<file path="src/rtl/usb_cmd_frame_parser.sv">
// Host command frame parser: syncs on HDR0/HDR1, buffers the payload, verifies the
// modulo-256 checksum and streams each good frame to one of NUM_CMDS handler channels.
module usb_cmd_frame_parser #(
  parameter logic [7:0] HDR0        = 8'hAA,
  parameter logic [7:0] HDR1        = 8'h55,
  parameter logic [7:0] CMD_BASE    = 8'h00,
  parameter int         NUM_CMDS    = 16,
  parameter int         MAX_LEN     = 128,
  parameter int         TIMEOUT_CYC = 60000
) (
  input  logic                clk,
  input  logic                rst_n,
  input  logic [7:0]          usb_data_in,
  input  logic                usb_data_valid_in,
  output logic [NUM_CMDS-1:0] cmd_sel,
  output logic [7:0]          cmd_code,
  output logic [15:0]         cmd_len,
  output logic                cmd_start,
  output logic [7:0]          cmd_data,
  output logic                cmd_valid,
  input  logic                cmd_ready,
  output logic                cmd_last,
  output logic                cmd_done,
  output logic                err_checksum,
  output logic                err_len,
  output logic                err_timeout,
  output logic                err_unknown,
  output logic                err_overrun,
  output logic                busy
);

  localparam int              AW        = (MAX_LEN > 1) ? $clog2(MAX_LEN) : 1;
  localparam int              TW        = $clog2(TIMEOUT_CYC + 1);
  localparam logic [15:0]     MAX_LEN_L = 16'(MAX_LEN);
  localparam logic [TW-1:0]   TMO_LAST  = TW'(TIMEOUT_CYC - 1);

  typedef enum logic [3:0] {
    S_IDLE, S_SYNC, S_CMD, S_LENH, S_LENL, S_PAYLOAD, S_CHK, S_DISPATCH, S_STREAM
  } state_t;

  state_t              state_reg, state_next;
  logic [7:0]          code_reg, code_next;
  logic [15:0]         len_reg, len_next;
  logic [7:0]          sum_reg, sum_next;
  logic [15:0]         wr_cnt_reg, wr_cnt_next;
  logic [15:0]         rd_idx_reg, rd_idx_next;
  logic [TW-1:0]       tmo_reg, tmo_next;
  logic [NUM_CMDS-1:0] sel_reg, sel_next;
  logic [7:0]          out_code_reg, out_code_next;
  logic [15:0]         out_len_reg, out_len_next;
  logic                start_reg, start_next;
  logic                valid_reg, valid_next;
  logic                done_reg, done_next;
  logic                err_chk_reg, err_chk_next;
  logic                err_len_reg, err_len_next;
  logic                err_tmo_reg, err_tmo_next;
  logic                err_unk_reg, err_unk_next;
  logic                err_ovr_reg, err_ovr_next;

  logic [7:0]          mem [MAX_LEN];
  logic [7:0]          rd_data;
  logic                wr_en, rd_en;
  logic [AW-1:0]       wr_addr, rd_addr;

  logic [7:0]          code_off;
  logic [NUM_CMDS-1:0] sel_dec;
  logic                code_in_range;
  logic [15:0]         len_new;
  logic                in_frame;
  logic                tmo_hit;

  // One comparator per channel; a code outside the window hits none of them.
  assign code_off = code_reg - CMD_BASE;
  for (genvar gi = 0; gi < NUM_CMDS; gi++) begin : g_dec
    assign sel_dec[gi] = (code_off == 8'(gi));
  end
  assign code_in_range = |sel_dec;

  assign len_new  = {len_reg[15:8], usb_data_in};
  assign in_frame = (state_reg inside {S_SYNC, S_CMD, S_LENH, S_LENL, S_PAYLOAD, S_CHK});
  // A byte arriving on the expiry cycle wins over the timeout.
  assign tmo_hit  = in_frame && !usb_data_valid_in && (tmo_reg == TMO_LAST);

  always_comb begin
    state_next    = state_reg;
    code_next     = code_reg;
    len_next      = len_reg;
    sum_next      = sum_reg;
    wr_cnt_next   = wr_cnt_reg;
    rd_idx_next   = rd_idx_reg;
    sel_next      = sel_reg;
    out_code_next = out_code_reg;
    out_len_next  = out_len_reg;
    valid_next    = valid_reg;
    start_next    = 1'b0;
    done_next     = 1'b0;
    err_chk_next  = 1'b0;
    err_len_next  = 1'b0;
    err_tmo_next  = 1'b0;
    err_unk_next  = 1'b0;
    err_ovr_next  = 1'b0;
    wr_en         = 1'b0;
    wr_addr       = wr_cnt_reg[AW-1:0];
    rd_en         = 1'b0;
    rd_addr       = '0;
    tmo_next      = (!in_frame || usb_data_valid_in || tmo_hit) ? '0 : tmo_reg + 1'b1;

    case (state_reg)
      S_IDLE: begin
        if (usb_data_valid_in && usb_data_in == HDR0) state_next = S_SYNC;
      end
      S_SYNC: begin
        if (usb_data_valid_in) begin
          if (usb_data_in == HDR1)      state_next = S_CMD;
          else if (usb_data_in == HDR0) state_next = S_SYNC;
          else                          state_next = S_IDLE;
        end
      end
      S_CMD: begin
        if (usb_data_valid_in) begin
          code_next  = usb_data_in;
          sum_next   = usb_data_in;
          state_next = S_LENH;
        end
      end
      S_LENH: begin
        if (usb_data_valid_in) begin
          len_next   = {usb_data_in, len_reg[7:0]};
          sum_next   = sum_reg + usb_data_in;
          state_next = S_LENL;
        end
      end
      S_LENL: begin
        if (usb_data_valid_in) begin
          len_next    = len_new;
          sum_next    = sum_reg + usb_data_in;
          wr_cnt_next = '0;
          if (len_new > MAX_LEN_L) begin
            err_len_next = 1'b1;
            state_next   = S_IDLE;
          end else if (len_new == 16'd0) begin
            state_next = S_CHK;
          end else begin
            state_next = S_PAYLOAD;
          end
        end
      end
      S_PAYLOAD: begin
        if (usb_data_valid_in) begin
          wr_en       = 1'b1;
          sum_next    = sum_reg + usb_data_in;
          wr_cnt_next = wr_cnt_reg + 16'd1;
          if (wr_cnt_reg + 16'd1 == len_reg) state_next = S_CHK;
        end
      end
      S_CHK: begin
        if (usb_data_valid_in) begin
          if (usb_data_in != sum_reg) begin
            err_chk_next = 1'b1;
            state_next   = S_IDLE;
          end else if (!code_in_range) begin
            err_unk_next = 1'b1;
            state_next   = S_IDLE;
          end else begin
            start_next    = 1'b1;
            sel_next      = sel_dec;
            out_code_next = code_reg;
            out_len_next  = len_reg;
            state_next    = S_DISPATCH;
          end
        end
      end
      S_DISPATCH: begin
        if (len_reg == 16'd0) begin
          done_next     = 1'b1;
          sel_next      = '0;
          out_code_next = '0;
          out_len_next  = '0;
          state_next    = S_IDLE;
        end else begin
          // Prefetch byte 0 so it is presented the cycle after cmd_start.
          rd_en       = 1'b1;
          rd_addr     = '0;
          rd_idx_next = '0;
          valid_next  = 1'b1;
          state_next  = S_STREAM;
        end
      end
      S_STREAM: begin
        if (valid_reg && cmd_ready) begin
          if (rd_idx_reg == out_len_reg - 16'd1) begin
            valid_next    = 1'b0;
            done_next     = 1'b1;
            sel_next      = '0;
            out_code_next = '0;
            out_len_next  = '0;
            state_next    = S_IDLE;
          end else begin
            rd_en       = 1'b1;
            rd_addr     = AW'(rd_idx_reg + 16'd1);
            rd_idx_next = rd_idx_reg + 16'd1;
          end
        end
      end
      default: state_next = S_IDLE;
    endcase

    if (usb_data_valid_in && (state_reg == S_DISPATCH || state_reg == S_STREAM))
      err_ovr_next = 1'b1;

    if (tmo_hit) begin
      err_tmo_next = 1'b1;
      state_next   = S_IDLE;
    end
  end

  always_ff @(posedge clk or negedge rst_n) begin
    if (!rst_n) begin
      state_reg    <= S_IDLE;
      code_reg     <= '0;
      len_reg      <= '0;
      sum_reg      <= '0;
      wr_cnt_reg   <= '0;
      rd_idx_reg   <= '0;
      tmo_reg      <= '0;
      sel_reg      <= '0;
      out_code_reg <= '0;
      out_len_reg  <= '0;
      start_reg    <= 1'b0;
      valid_reg    <= 1'b0;
      done_reg     <= 1'b0;
      err_chk_reg  <= 1'b0;
      err_len_reg  <= 1'b0;
      err_tmo_reg  <= 1'b0;
      err_unk_reg  <= 1'b0;
      err_ovr_reg  <= 1'b0;
    end else begin
      state_reg    <= state_next;
      code_reg     <= code_next;
      len_reg      <= len_next;
      sum_reg      <= sum_next;
      wr_cnt_reg   <= wr_cnt_next;
      rd_idx_reg   <= rd_idx_next;
      tmo_reg      <= tmo_next;
      sel_reg      <= sel_next;
      out_code_reg <= out_code_next;
      out_len_reg  <= out_len_next;
      start_reg    <= start_next;
      valid_reg    <= valid_next;
      done_reg     <= done_next;
      err_chk_reg  <= err_chk_next;
      err_len_reg  <= err_len_next;
      err_tmo_reg  <= err_tmo_next;
      err_unk_reg  <= err_unk_next;
      err_ovr_reg  <= err_ovr_next;
    end
  end

  // Payload buffer; the read register only advances on rd_en, so data holds under stall.
  always_ff @(posedge clk) begin
    if (wr_en) mem[wr_addr] <= usb_data_in;
    if (rd_en) rd_data <= mem[rd_addr];
  end

  assign cmd_sel      = sel_reg;
  assign cmd_code     = out_code_reg;
  assign cmd_len      = out_len_reg;
  assign cmd_start    = start_reg;
  assign cmd_valid    = valid_reg;
  assign cmd_data     = valid_reg ? rd_data : 8'h00;
  assign cmd_last     = valid_reg && (rd_idx_reg == out_len_reg - 16'd1);
  assign cmd_done     = done_reg;
  assign err_checksum = err_chk_reg;
  assign err_len      = err_len_reg;
  assign err_timeout  = err_tmo_reg;
  assign err_unknown  = err_unk_reg;
  assign err_overrun  = err_ovr_reg;
  assign busy         = (state_reg != S_IDLE);

endmodule

</file>
<file path="config.mk">
export PLATFORM = sky130hd
export DESIGN_NAME = usb_cmd_frame_parser
export DESIGN_NICKNAME = d
export VERILOG_FILES = /design/src/rtl/usb_cmd_frame_parser.sv
export SDC_FILE = /design/constraint.sdc
export NUM_CORES = 2
export LEC_CHECK = 0
export ABC_AREA = 1
export ABC_CLOCK_PERIOD_IN_PS = 7900
export CELL_PAD_IN_SITES_DETAIL_PLACEMENT = 0
export CELL_PAD_IN_SITES_GLOBAL_PLACEMENT = 1
export CORE_MARGIN = 5
export CORE_UTILIZATION = 30
export CTS_CLUSTER_SIZE = 25
export DETAILED_ROUTE_END_ITERATION = 7
export MAX_ROUTING_LAYER = met4
export PLACE_DENSITY = 0.59
export SETUP_SLACK_MARGIN = 0.3
export SLEW_MARGIN = 20
export SYNTH_ARGS = -nofsm -noshare
export SYNTH_HDL_FRONTEND = slang
export SYNTH_SLANG_ARGS = --single-unit
</file>
<file path="constraint.sdc">
create_clock -name clk -period 7.9 [get_ports clk]
set_clock_uncertainty 0.05 [all_clocks]
set_input_delay 1.975 -clock clk [delete_from_list [all_inputs] [get_ports clk]]
set_output_delay 1.975 -clock clk [all_outputs]
set_load 0.02 [all_outputs]
</file>
==> metrics.yaml <==
outcome: "completed"
first_global_vias: 35600
setup_viol: 0
via_per_inst: 4.65
grt_max_degree: 139
rows: 153
fp.dieArea_sq_um: 184000
p_per_area_nw_per_um2: 265
synth_edf_count: 1032
hold_viol: 0
setup.worst_path.class: "input port to register"
cts.repair.resized: 0
hold_class: "register to register"
antenna_found_initial: 9
cts.sinks: 1164
fin_cells: 7813
grt_overflow_total: 0
post_cts_buffers: 0
leakage_nw: 24.7
power_mw: 15.9
layout.nets: 5404
gp_congestion: 0.819
worst-path-max-fanout: 138
holdPathStages: 1
clk_transition_reported_paths_ps: 60
cts_buffer_depth: 3
cp.required_ps: 8480
synthFlopType: "edfxtp_1"
drtAntennaViolNets: 0
crit_top_cell: "nand3_1"
ys_seq_area_share_pct: 65.0
yosys-top-cells-area: "edfxtp_1, nand3_1, nand2_1"
routed_wl_um: 161000
yosys_warnings: 0
postSynthNetCount: 5375
end_kind: "register"
synthArstFlopShare_pct: 11.3
crit_buf_inv: 4
grt_first_pass_wirelength_um: 239000
cpLargestDelayFamily: "buffers and inverters"
cp_cell_sequence: "clkdlybuf4s50_1 -> nand2_1 -> inv_2 -> nand3_4 -> buf_12 -> buf_4 -> nand3_1 -> nand3_1 -> nand3_1 -> nand3_1 -> nand3_1 -> nand2_1 -> nand2_1 -> nand2_1"
dp_hpwl_um: 96500
drc: 0
syn_to_final_growth_pct: 14.2
top_register: "mem"
synth_top_area_share_pct: 58.8
largest_register_ff_count: 1024
synthTopCellsByCount: "nand2_1, edfxtp_1, inv_1"
clk_latency_ps: 760
wl_per_cell_um: 20.6
synth.distinct_cells: 52
die_y_um: 429
drtPass1Iterations: 6
cpMaxStageDelayCell: "buf_4"
crit_arrival_ps: 6310
yosysTopAreaCell: "edfxtp_1"
worst_ir_drop_vdd_v: 0.000246
avgSynthCellArea_sq_um: 9.85
final_layout_size_suffix_gt1_share_pct: 6.31
post-route-min-period_ps: 5730
cp.depth: 14
io_pins: 70
fmax_mhz: 175
crit_path_max_incr_delay_ps: 870
period_share_pct: 72.5
htree_levels: 4
ctsHoldBuffers: 0
drt-initial-drc-count: 2769
cts_tree: "yes"
rsz0062_at_grt: "no"
portBuffers: 69
start_kind: "input port"
tns_ps: 0
chipWidth_um: 429
rr_worst_depth: 22
synth_cells: 5351
synth.most_common_cell: "nand2_1"
cts_buffers: 138
place_inst: 7565
timing.max_cap.violations: 0
start_util_pct: 30.2
slew_violations: 0
grtUsageTotal_pct: 17.7
synth_area_sq_um: 52700
final_util_pct: 34.5
relSlewSlack_pct: 21.0
synth_seq_cells: 1164
vias: 36300
cts_root_buf: "clkbuf_16"
core_area_sq_um: 174000
worst_slew_pin_slew_ps: 1190
## routing by layer
| metal | wire, um | part of all wire (%) | track usage, % |
|---|---|---|---|
| met4 | 4210 | 2.6 | 4.99 |
| met2 | 73100 | 45 | 27.3 |
| met3 | 7710 | 4.8 | 2.70 |
| met1 | 76200 | 47 | 24.4 |
| met5 | 0 | 0 | - |
## where the power goes
part           internal (mW)  switching (mW)  leakage [nW]
sequential              6.75          0.0396          11.0
clock                   3.52            2.57          2.08
combinational          0.794            2.25          11.7
total                   11.1            4.86          24.7
## final cells by class
type                            instances  area (sq um)
Clock buffer                          189          3770
Fill cell                           17700        114000
Inverter                              996          3750
Multi-Input combinational cell       2942         13500
Timing Repair Buffer                  138          1450
Tap cell                             2325          2910
Sequential cell                      1164         34300
Antenna cell                            2          5.00
Clock inverter                         57           512
## layout by cell type, fill, tap and decap left out, types with 21 or more instances in the layout
master / n
o211ai_1: 26
xor2_1: 25
nand2_1: 1212
nor3_1: 25
o21ai_0: 99
edfxtp_1: 1032
dfrtp_1: 132
clkbuf_16: 142
inv_1: 980
or2_2: 43
clkinv_1: 28
nand3_1: 911
xnor2_1: 21
nor2_1: 391
nand4_1: 40
clkbuf_1: 43
clkdlybuf4s50_1: 60
buf_4: 51
## cells by family after synthesis
family | count (synthesis) | share of synthesized area (%)
AND/OR/NAND/NOR | 2687 | 22.2
buffers and inverters | 1245 | 9.48
flip-flops | 1164 | 65.0
AO/OA/AOI/OAI | 196 | 2.18
XOR/XNOR | 46 | 0.764
adder cells (fa/ha/maj) | 12 | 0.299
multiplexers | 1 | 0.0214
## worst paths after layout
path	endpoint	start	slack, ps
worst max-delay path	rd_data[0]$_DFFE_PP_	cmd_ready	2170
worst min-delay path	tmo_reg[0]$_DFF_PN0_	tmo_reg[0]$_DFF_PN0_	410
worst max register to register	rd_data[0]$_DFFE_PP_	cmd_len[0]$_DFFE_PN0P_	2520
worst min register to register	tmo_reg[0]$_DFF_PN0_	tmo_reg[0]$_DFF_PN0_	410
max in group asynchronous	cmd_start$_DFF_PN0_	rst_n	5330
min in group asynchronous	cmd_sel[2]$_DFFE_PN0P_	rst_n	1250
## metrics by stage
| step | hold WS [ps] | setup slack, ps | cell area, sq um |
|---|---|---|---|
| after floorplan | 383 | 3930 | 52700 |
| after global placement | 403 | 1490 | 55900 |
| after detailed placement | 403 | 1460 | 55900 |
| after CTS | 410 | 2200 | 60200 |
| after global routing | 422 | 1920 | 60200 |
| final | 410 | 2170 | 60200 |
No activity file was read; power rests on OpenSTA's default activity.
